**config.mk**
```make
export PLATFORM = sky130hd
export DESIGN_NAME = filter_fir_flat
export DESIGN_NICKNAME = d
export VERILOG_FILES = /design/src/rtl/filter_fir_if.sv /design/src/rtl/filter_fir.sv /design/src/flat_wrapper.sv
export SDC_FILE = /design/constraint.sdc
export NUM_CORES = 1
export LEC_CHECK = 0
export CORE_MARGIN = 8
export CORE_UTILIZATION = 45
export DETAILED_ROUTE_END_ITERATION = 16
export GPL_TIMING_DRIVEN = 0
export SYNTH_ARGS = -nofsm -noshare
export SYNTH_HDL_FRONTEND = slang
export SYNTH_SLANG_ARGS = --single-unit
```
**constraint.sdc**
```tcl
create_clock -name clk -period 5.9 [get_ports clk]
set_clock_uncertainty 0.1 [all_clocks]
set_input_delay 0.885 -clock clk [delete_from_list [all_inputs] [get_ports clk]]
set_output_delay 0.885 -clock clk [all_outputs]
set_load 0.01 [all_outputs]
```
**src/rtl/filter_fir_if.sv**
```systemverilog
// Sample stream bundle for filter_fir: the master (sample source) drives data_in/in_valid,
// and the filter drives pret, out_valid and data_out back.
interface filter_fir_if #(
  parameter int DW = 5
);
  // Valid/ready: a sample transfers on a rising clk edge where in_valid and pret are both high.
  // in_valid while pret is low is dropped. out_valid is a one-cycle strobe with no backpressure.
  logic signed [DW-1:0] data_in;
  logic                 in_valid;
  logic                 pret;
  logic                 out_valid;
  logic signed [DW-1:0] data_out;

  modport master (
    output data_in,
    output in_valid,
    input  pret,
    input  out_valid,
    input  data_out
  );

  modport slave (
    input  data_in,
    input  in_valid,
    output pret,
    output out_valid,
    output data_out
  );
endinterface

```
**src/rtl/filter_fir.sv**
```systemverilog
// 8-tap symmetric low-pass FIR (unity DC gain), one IQ channel, 2-cycle latency.
// Build macro FILTER_SATURATE_EN: clamp output to the DW range; if undefined, the output wraps.
module filter_fir #(
  parameter int DW    = 5,
  parameter int CW    = 8,
  parameter int NTAPS = 8
) (
  input  logic          clk,
  input  logic          resetn,
  filter_fir_if.slave   bus,
  output logic          state_dbg
);

  localparam int AW = DW + CW + 3;

  localparam logic signed [CW-1:0] COEF [NTAPS] = '{
    -8'sd3, 8'sd0, 8'sd19, 8'sd48, 8'sd48, 8'sd19, 8'sd0, -8'sd3
  };

  localparam logic signed [AW-1:0] ROUND_HALF = AW'(1 << (CW - 2));
  localparam logic signed [AW-1:0] OUT_MAX    = AW'((1 << (DW - 1)) - 1);
  localparam logic signed [AW-1:0] OUT_MIN    = -AW'(1 << (DW - 1));

  typedef enum logic {
    ST_HOLD = 1'b0,
    ST_RUN  = 1'b1
  } state_t;

  state_t state;

  logic                 accept;
  logic signed [DW-1:0] x [NTAPS];
  logic                 line_v;
  logic signed [AW-1:0] acc_sum;
  logic signed [AW-1:0] acc_q;
  logic                 acc_v;
  logic signed [AW-1:0] rnd;
  logic signed [AW-1:0] r;
  logic signed [DW-1:0] y;

  assign accept    = bus.in_valid & bus.pret;
  assign state_dbg = state;

  // Ready comes up one edge after reset release and never drops again.
  always_ff @(posedge clk or negedge resetn) begin
    if (!resetn) begin
      state    <= ST_HOLD;
      bus.pret <= 1'b0;
    end else begin
      case (state)
        ST_HOLD: begin
          state    <= ST_RUN;
          bus.pret <= 1'b1;
        end
        ST_RUN: begin
          state    <= ST_RUN;
          bus.pret <= 1'b1;
        end
        default: begin
          state    <= ST_HOLD;
          bus.pret <= 1'b0;
        end
      endcase
    end
  end

  always_ff @(posedge clk or negedge resetn) begin
    if (!resetn) begin
      for (int k = 0; k < NTAPS; k++) x[k] <= '0;
      line_v <= 1'b0;
    end else begin
      line_v <= accept;
      if (accept) begin
        x[0] <= bus.data_in;
        for (int k = 1; k < NTAPS; k++) x[k] <= x[k-1];
      end
    end
  end

  always_comb begin
    acc_sum = '0;
    for (int k = 0; k < NTAPS; k++) begin
      acc_sum = acc_sum + ($signed({{(AW-DW){x[k][DW-1]}}, x[k]}) *
                           $signed({{(AW-CW){COEF[k][CW-1]}}, COEF[k]}));
    end
  end

  always_ff @(posedge clk or negedge resetn) begin
    if (!resetn) begin
      acc_q <= '0;
      acc_v <= 1'b0;
    end else begin
      acc_v <= line_v;
      if (line_v) acc_q <= acc_sum;
    end
  end

  // Round half up, then drop the 7 fractional bits of the coefficients.
  always_comb begin
    rnd = acc_q + ROUND_HALF;
    r   = rnd >>> (CW - 1);
`ifdef FILTER_SATURATE_EN
    if (r > OUT_MAX)      y = OUT_MAX[DW-1:0];
    else if (r < OUT_MIN) y = OUT_MIN[DW-1:0];
    else                  y = r[DW-1:0];
`else
    y = r[DW-1:0];
`endif
  end

  always_ff @(posedge clk or negedge resetn) begin
    if (!resetn) begin
      bus.out_valid <= 1'b0;
      bus.data_out  <= '0;
    end else begin
      bus.out_valid <= acc_v;
      if (acc_v) bus.data_out <= y;
    end
  end

endmodule

```
**src/flat_wrapper.sv**
```systemverilog
// flat-port wrapper written by rule: the top's interface ports become plain ports
module filter_fir_flat 
#(
  parameter int DW    = 5,
  parameter int CW    = 8,
  parameter int NTAPS = 8
)
  (clk, resetn, state_dbg, bus_data_in, bus_in_valid, bus_pret, bus_out_valid, bus_data_out);
  filter_fir_if #(.DW(DW)) bus_i ();
  input  logic clk;
  input  logic resetn;
  output logic state_dbg;
  input wire logic [$bits(bus_i.data_in)-1:0] bus_data_in;
  input wire logic [$bits(bus_i.in_valid)-1:0] bus_in_valid;
  output wire logic [$bits(bus_i.pret)-1:0] bus_pret;
  output wire logic [$bits(bus_i.out_valid)-1:0] bus_out_valid;
  output wire logic [$bits(bus_i.data_out)-1:0] bus_data_out;
  assign bus_i.data_in = bus_data_in;
  assign bus_i.in_valid = bus_in_valid;
  assign bus_pret = bus_i.pret;
  assign bus_out_valid = bus_i.out_valid;
  assign bus_data_out = bus_i.data_out;
  filter_fir #(.DW(DW), .CW(CW), .NTAPS(NTAPS)) u_core (.clk(clk), .resetn(resetn), .bus(bus_i), .state_dbg(state_dbg));
endmodule
```
==> reports/results.ini, run 1 <==
[status]
status=finished, final reports clean

[yosys]
synth.yosys.seq_area_share_pct=27.0
synth_flop_cell=dfrtp_1
synth_cells=505
synth_top_area_share_pct=27.0
synthesis.nets=644
synthTopCellsByArea=dfrtp_1 (27%), fa_1 (25%), ha_1 (16%)
yosysWarnings=0
synth_seq_cells=55
yosys.area.top_type=dfrtp_1
synth_cell_types=25
synth_most_common_cell=inv_1
synth_edf_count=0
async_flop_share_pct=100
syn_area_um2=5100
avgSynthCellArea_um2=10.1
synth_common_cells=inv_1 (139), ha_1 (67), fa_1 (64)

[critical_path]
crit_fanout=4
path_class=reg -> reg
start_kind=flip-flop
crit_arrival_ps=5900
end_kind=flip-flop
worstPathRequired_ps=5990

[cells_and_area]
final_nets=674
multi_input_area_um2=3350
area_growth_pct=15.2
fillers=1043
seq_area_um2=1390
drive_above_1_share_pct=13.6
antennaDiodeCount=0
final_cells=679

[cts]
clock-sinks=55
cts_buffers=5
cts-root-buf=clkbuf_16
clock_path_buffers=2
tritoncts=built
htree_num_levels=2
worstSkewPairLatency_ps=300
cts_hold_repair.buffers=0
clkTransAtPathRegs_ps=70

[placement]
dpl.hpwl_um=7880
dpl.cell_count=664
place_congestion=0.829
placement.io_buffers=15

[route]
wire_per_inst_um=14.6
vias=3288
drt_wl_total_um=9900
drtIter0Drc=144
ant_nets=0
first_pass_iters=4
drc=0
routed_via_density=4.84

[sta]
layout_min_cycle_time_ps=5810
setup_violations=0
finalCritPeriodShare_pct=98.6
hold_violations=0
rsz0062_at_grt=yes
tightest_slew_ps=548
maxSlewHeadroom_pct=63.5
fmax_mhz=172
slew_viol_final=0

[floorplan]
initial_core_util_pct=45.5
num_io_pins=16
coreArea_um2=11200
die_x_um=122
die_h_um=122
die_area_um2=15000
placementRows=39

[global_route]
gr-total-overflow=0
track_usage_pct=15.2
grt_pass1_vias=3688
grt_max_degree=42
grt_pass1_wl_um=17900
antenna_found_initial=0

[job]
drv_cap=0

[worst_hold_path]
hold_path_class=reg -> reg

==> worst max-delay path: stages (launching register included) <==
cell      delay [ps]
dfrtp_2          450
ha_1             300
ha_1             340
nor2b_1          160
nor3_2           140
nor2_1            80
fa_1             500
inv_1             50
fa_1             500
inv_1             40
ha_1             310
fa_1             510
inv_1             50
fa_1             460
fa_1             550
inv_1             70
ha_4             270
o21a_1           150
nor3_2            60
a311oi_4         240
xnor2_2          110
mux2_4           260
==> cell families after synthesis <==
kind of cell	Yosys count	synth area share, %
AO/OA/AOI/OAI	56	6.20
AND/OR/NAND/NOR	67	5.44
flip-flops	55	27.0
XOR/XNOR	28	5.08
multiplexers	15	3.31
other	1	0.0735
adder cells (fa/ha/maj)	132	41.7
buffers and inverters	151	11.2
==> worst paths after layout <==
path	start	slack (ps)	cells past startpoint	end
worst max register to register	u_core.x[18]$_DFFE_PN0P_	90	21	u_core.acc_q[11]$_DFFE_PN0P_
worst min-delay path	u_core.line_v$_DFF_PN0_	280	0	u_core.acc_v$_DFF_PN0_
min in group asynchronous	resetn	390	1	u_core.acc_v$_DFF_PN0_
worst min register to register	u_core.line_v$_DFF_PN0_	280	0	u_core.acc_v$_DFF_PN0_
max in group asynchronous	resetn	4760	2	u_core.x[22]$_DFFE_PN0P_
worst max-delay path	u_core.x[18]$_DFFE_PN0P_	90	21	u_core.acc_q[11]$_DFFE_PN0P_
==> what timing repair did <==
| item | 4_1_cts | 5_1_grt |
|---|---|---|
| gates resized for setup | 26 | 19 |
| buffers inserted | 5 | 2 |
| endpoints found under the setup margin | 2 | 2 |
| pin swaps | 27 | 19 |
==> flip-flops by register name (all words and copies together) (netlist names) <==
| signal | cells |
|---|---|
| u_core.line_v | 1 |
| u_core.bus.out_valid | 1 |
| u_core.acc_q | 6 |
| u_core.acc_v | 1 |
| u_core.bus.pret | 1 |
| u_core.bus.data_out | 5 |
| u_core.x | 40 |
==> cell type report <==
class,count,share of cell area (%)
Multi-Input combinational cell,299,57.0
Inverter,139,8.87
Timing Repair Buffer,23,3.70
Buffer,12,0.830
Tap cell,143,3.04
Sequential cell,55,23.6
Clock inverter,3,0.851
Clock buffer,5,2.13
==> cell usage in the layout (no fill, tap or decap), types with 2 or more instances in the layout <==
master and n:
a21oi_2 2, nor2_1 12, nand2_1 41, o21ai_0 31, a21oi_1 12, inv_2 8
inv_1 131, o21ai_1 2, nor2b_1 4, buf_1 2, clkbuf_1 9, dfrtp_2 7
o21a_1 3, ha_4 12, a21o_1 3, ha_1 55, xnor2_1 19, clkdlybuf4s50_1 14
o21ai_2 2, fa_2 3, xor2_1 7, clkbuf_16 5, nor3_2 2, buf_4 8
mux2_2 14, fa_1 61, nand3_1 4, dfrtp_1 48
==> through the flow <==
step / util [%] / TNS [ps] / setup slack (ps) / hold WS (ps) / cell area [um2]
global placement: 48.4 / -342 / -292 / 262 / 5430
detailed placement: 48.5 / -373 / -307 / 268 / 5450
CTS: 51.4 / -43.3 / -43.3 / 285 / 5770
finish: 52.4 / 0 / 85.3 / 281 / 5880
global route: 52.4 / -196 / -186 / 301 / 5880
floorplan: - / 0 / 57.6 / 252 / 5100
==> metal layers <==
layer	part of all wire, %	global-route usage [%]
met2	54	27.8
met1	42	18.6
met3	2.0	1.56
met4	1.9	4.42
met5	0	0
Power of run 1 is not shown: default switching activity piles up to over one toggle a cycle in this logic, so the estimate is an artifact.
==> run 2: changes to the inputs <==
==> constraint.sdc (replaced) <==
create_clock -name clk -period 6.1 [get_ports clk]
set_clock_uncertainty 0.1 [all_clocks]
set_input_delay 0.915 -clock clk [delete_from_list [all_inputs] [get_ports clk]]
set_output_delay 0.915 -clock clk [all_outputs]
set_load 0.01 [all_outputs]
==> reports/results.ini, run 2 (same netlist as run 1, synthesis figures left out) <==
[route]
first_pass_iters=4  ; unchanged
drt_wl_total_um=9940  ; +0.49%
drtIter0Drc=122  ; -15%
wire_per_inst_um=14.7  ; +0.63%
drc=0  ; unchanged
vias=3235  ; -1.6%
ant_nets=0  ; unchanged
routed_via_density=4.77  ; -1.5%

[placement]
dpl.hpwl_um=7880  ; unchanged
dpl.cell_count=664  ; unchanged
place_congestion=0.829  ; unchanged
placement.io_buffers=15  ; unchanged

[sta]
slew_viol_final=0  ; unchanged
setup_violations=0  ; unchanged
fmax_mhz=170  ; -0.96%
maxSlewHeadroom_pct=63.8  ; +0.31 points
hold_violations=0  ; unchanged
layout_min_cycle_time_ps=5870  ; +56.5 ps
finalCritPeriodShare_pct=96.2  ; -2.3 points
tightest_slew_ps=544  ; -4.64 ps

[critical_path]
r2r_start=u_core.x[22]$_DFFE_PN0P_
crit_arrival_ps=5960  ; +60 ps
path_class=reg -> reg
worstPathRequired_ps=6190  ; +200 ps
reg2regPathDepth=23  ; +9.5%
start_kind=flip-flop
end_kind=flip-flop
crit_fanout=3  ; -1
r2r_slack_ps=230  ; +140 ps
rr_endpoint=u_core.acc_q[11]$_DFFE_PN0P_

[global_route]
grt_pass1_vias=3614  ; -2.0%
antenna_found_initial=0  ; unchanged
grt_pass1_wl_um=17300  ; -3.1%
track_usage_pct=14.8  ; -0.45 points
grt_max_degree=42  ; unchanged
gr-total-overflow=0  ; unchanged

[floorplan]
placementRows=39  ; unchanged
die_h_um=122  ; unchanged
die_area_um2=15000  ; unchanged
initial_core_util_pct=45.5  ; unchanged
coreArea_um2=11200  ; unchanged
die_x_um=122  ; unchanged
num_io_pins=16  ; unchanged

[cts]
worstSkewPairLatency_ps=300  ; about the same
tritoncts=built
htree_num_levels=2  ; unchanged
cts-root-buf=clkbuf_16
clock-sinks=55  ; unchanged
clock_path_buffers=2  ; unchanged
cts_hold_repair.buffers=0  ; unchanged
cts_buffers=5  ; unchanged
clkTransAtPathRegs_ps=80  ; about the same

[cells_and_area]
layout_common_cells=inv_1 (134), fa_1 (61), ha_1 (55)
final_nets=673  ; -0.15%
drive_above_1_share_pct=12.5  ; -1.1 points
seq_area_um2=1380  ; about the same
largest_register_ffs=40  ; unchanged
final_cells=678  ; -0.15%
final_common_cell=inv_1
fillers=1043  ; unchanged
regMostFlops=u_core.x
multi_input_area_um2=3340  ; -0.22%
area_growth_pct=14.9
largestRegisters=u_core.x: 40 flops, u_core.acc_q: 6 flops, u_core.bus.data_out: 5 flops
antennaDiodeCount=0  ; unchanged

[job]
drv_cap=0  ; unchanged

[worst_hold_path]
min-delay-start=u_core.line_v$_DFF_PN0_
hold_end=u_core.acc_v$_DFF_PN0_
hold_depth=0  ; unchanged
hold_path_class=reg -> reg

[status]
status=finished, final reports clean

==> run 2: cell types whose count changed in the layout (fill, tap and decap cells not counted), sizes merged <==
cell  before  now
buf       12   11
==> run 2: worst max-delay path, stage by stage, from the launching register on <==
cell and delay (ps):
dfrtp_1 400, buf_4 150, ha_4 230, ha_1 300, a21oi_2 180, nor2b_1 60
nor3_1 130, nor2_1 70, fa_1 480, inv_1 50, fa_1 500, inv_1 60
ha_4 240, fa_1 500, inv_1 50, fa_1 460, fa_1 550, inv_1 40
ha_1 300, o21a_1 190, nor3_4 60, a311oi_4 270, xnor2_1 110, mux2_4 260
==> run 2: how the worst max path moves through the flow <==
stage,from,endpoint,slack (ps),depth (start not counted)
final,u_core.x[22]$_DFFE_PN0P_,u_core.acc_q[11]$_DFFE_PN0P_,230,23
after global routing,u_core.x[21]$_DFFE_PN0P_,u_core.acc_q[11]$_DFFE_PN0P_,-30,21
after CTS,u_core.x[17]$_DFFE_PN0P_,u_core.acc_q[11]$_DFFE_PN0P_,30,22
after detailed placement,u_core.x[20]$_DFFE_PN0P_,u_core.acc_q[11]$_DFFE_PN0P_,-110,22
after global placement,u_core.x[20]$_DFFE_PN0P_,u_core.acc_q[11]$_DFFE_PN0P_,-90,22
after floorplan,u_core.x[16]$_DFFE_PN0P_,u_core.acc_q[11]$_DFFE_PN0P_,260,22
==> run 2: final cells by class <==
| type | count | area share [%] |
|---|---|---|
| multi-input combinational | 299 | 57.0 |
| clock buffer | 5 | 2.13 |
| timing repair buffer | 22 | 3.59 |
| tap | 143 | 3.05 |
| clock inverter | 3 | 0.854 |
| inverter | 139 | 8.90 |
| sequential | 55 | 23.6 |
| buffer | 12 | 0.832 |
==> run 2: per-stage QoR <==
step	hold slack [ps]	TNS [ps]	utilization, %	setup slack [ps]	cell area, um2
2_1_floorplan	252	0	-	258	5100
3_3_place_gp	262	-92.4	48.4	-92.4	5430
3_5_place_dp	268	-107	48.5	-107	5450
4_1_cts	285	0	50.1	32.0	5630
5_1_grt	301	-25.3	52.2	-25.3	5860
6_report	281	0	52.2	229	5860
==> run 2: routing by layer <==
| metal | vias to the layer above | wire length, um | global-route usage, % |
|---|---|---|---|
| li1 | 1575 | - | - |
| met1 | 1631 | 4300 | 18.0 |
| met2 | 21 | 5360 | 26.8 |
| met3 | 8 | 146 | 1.70 |
| met4 | 0 | 138 | 4.42 |
| met5 | - | 0 | 0 |
==> run 2: what timing repair did <==
| action | CTS | global route |
|---|---|---|
| endpoints found under the setup margin | 1 | 2 |
| resized for setup | 2 | 37 |
| pin swaps | 1 | 29 |
| setup buffers | 0 | 6 |
Power of run 2 is left out for the same reason.
==> run 3: changes to the inputs <==
--- a/config.mk
+++ b/config.mk
@@ -9,6 +9,7 @@
 export CORE_UTILIZATION = 45
 export DETAILED_ROUTE_END_ITERATION = 16
 export GPL_TIMING_DRIVEN = 0
+export SLEW_MARGIN = 0
 export SYNTH_ARGS = -nofsm -noshare
 export SYNTH_HDL_FRONTEND = slang
 export SYNTH_SLANG_ARGS = --single-unit
==> results of run 3 <==
The final DEF is identical to that of run 2; final timing and power are the same.
Power of run 3 is left out for the same reason.
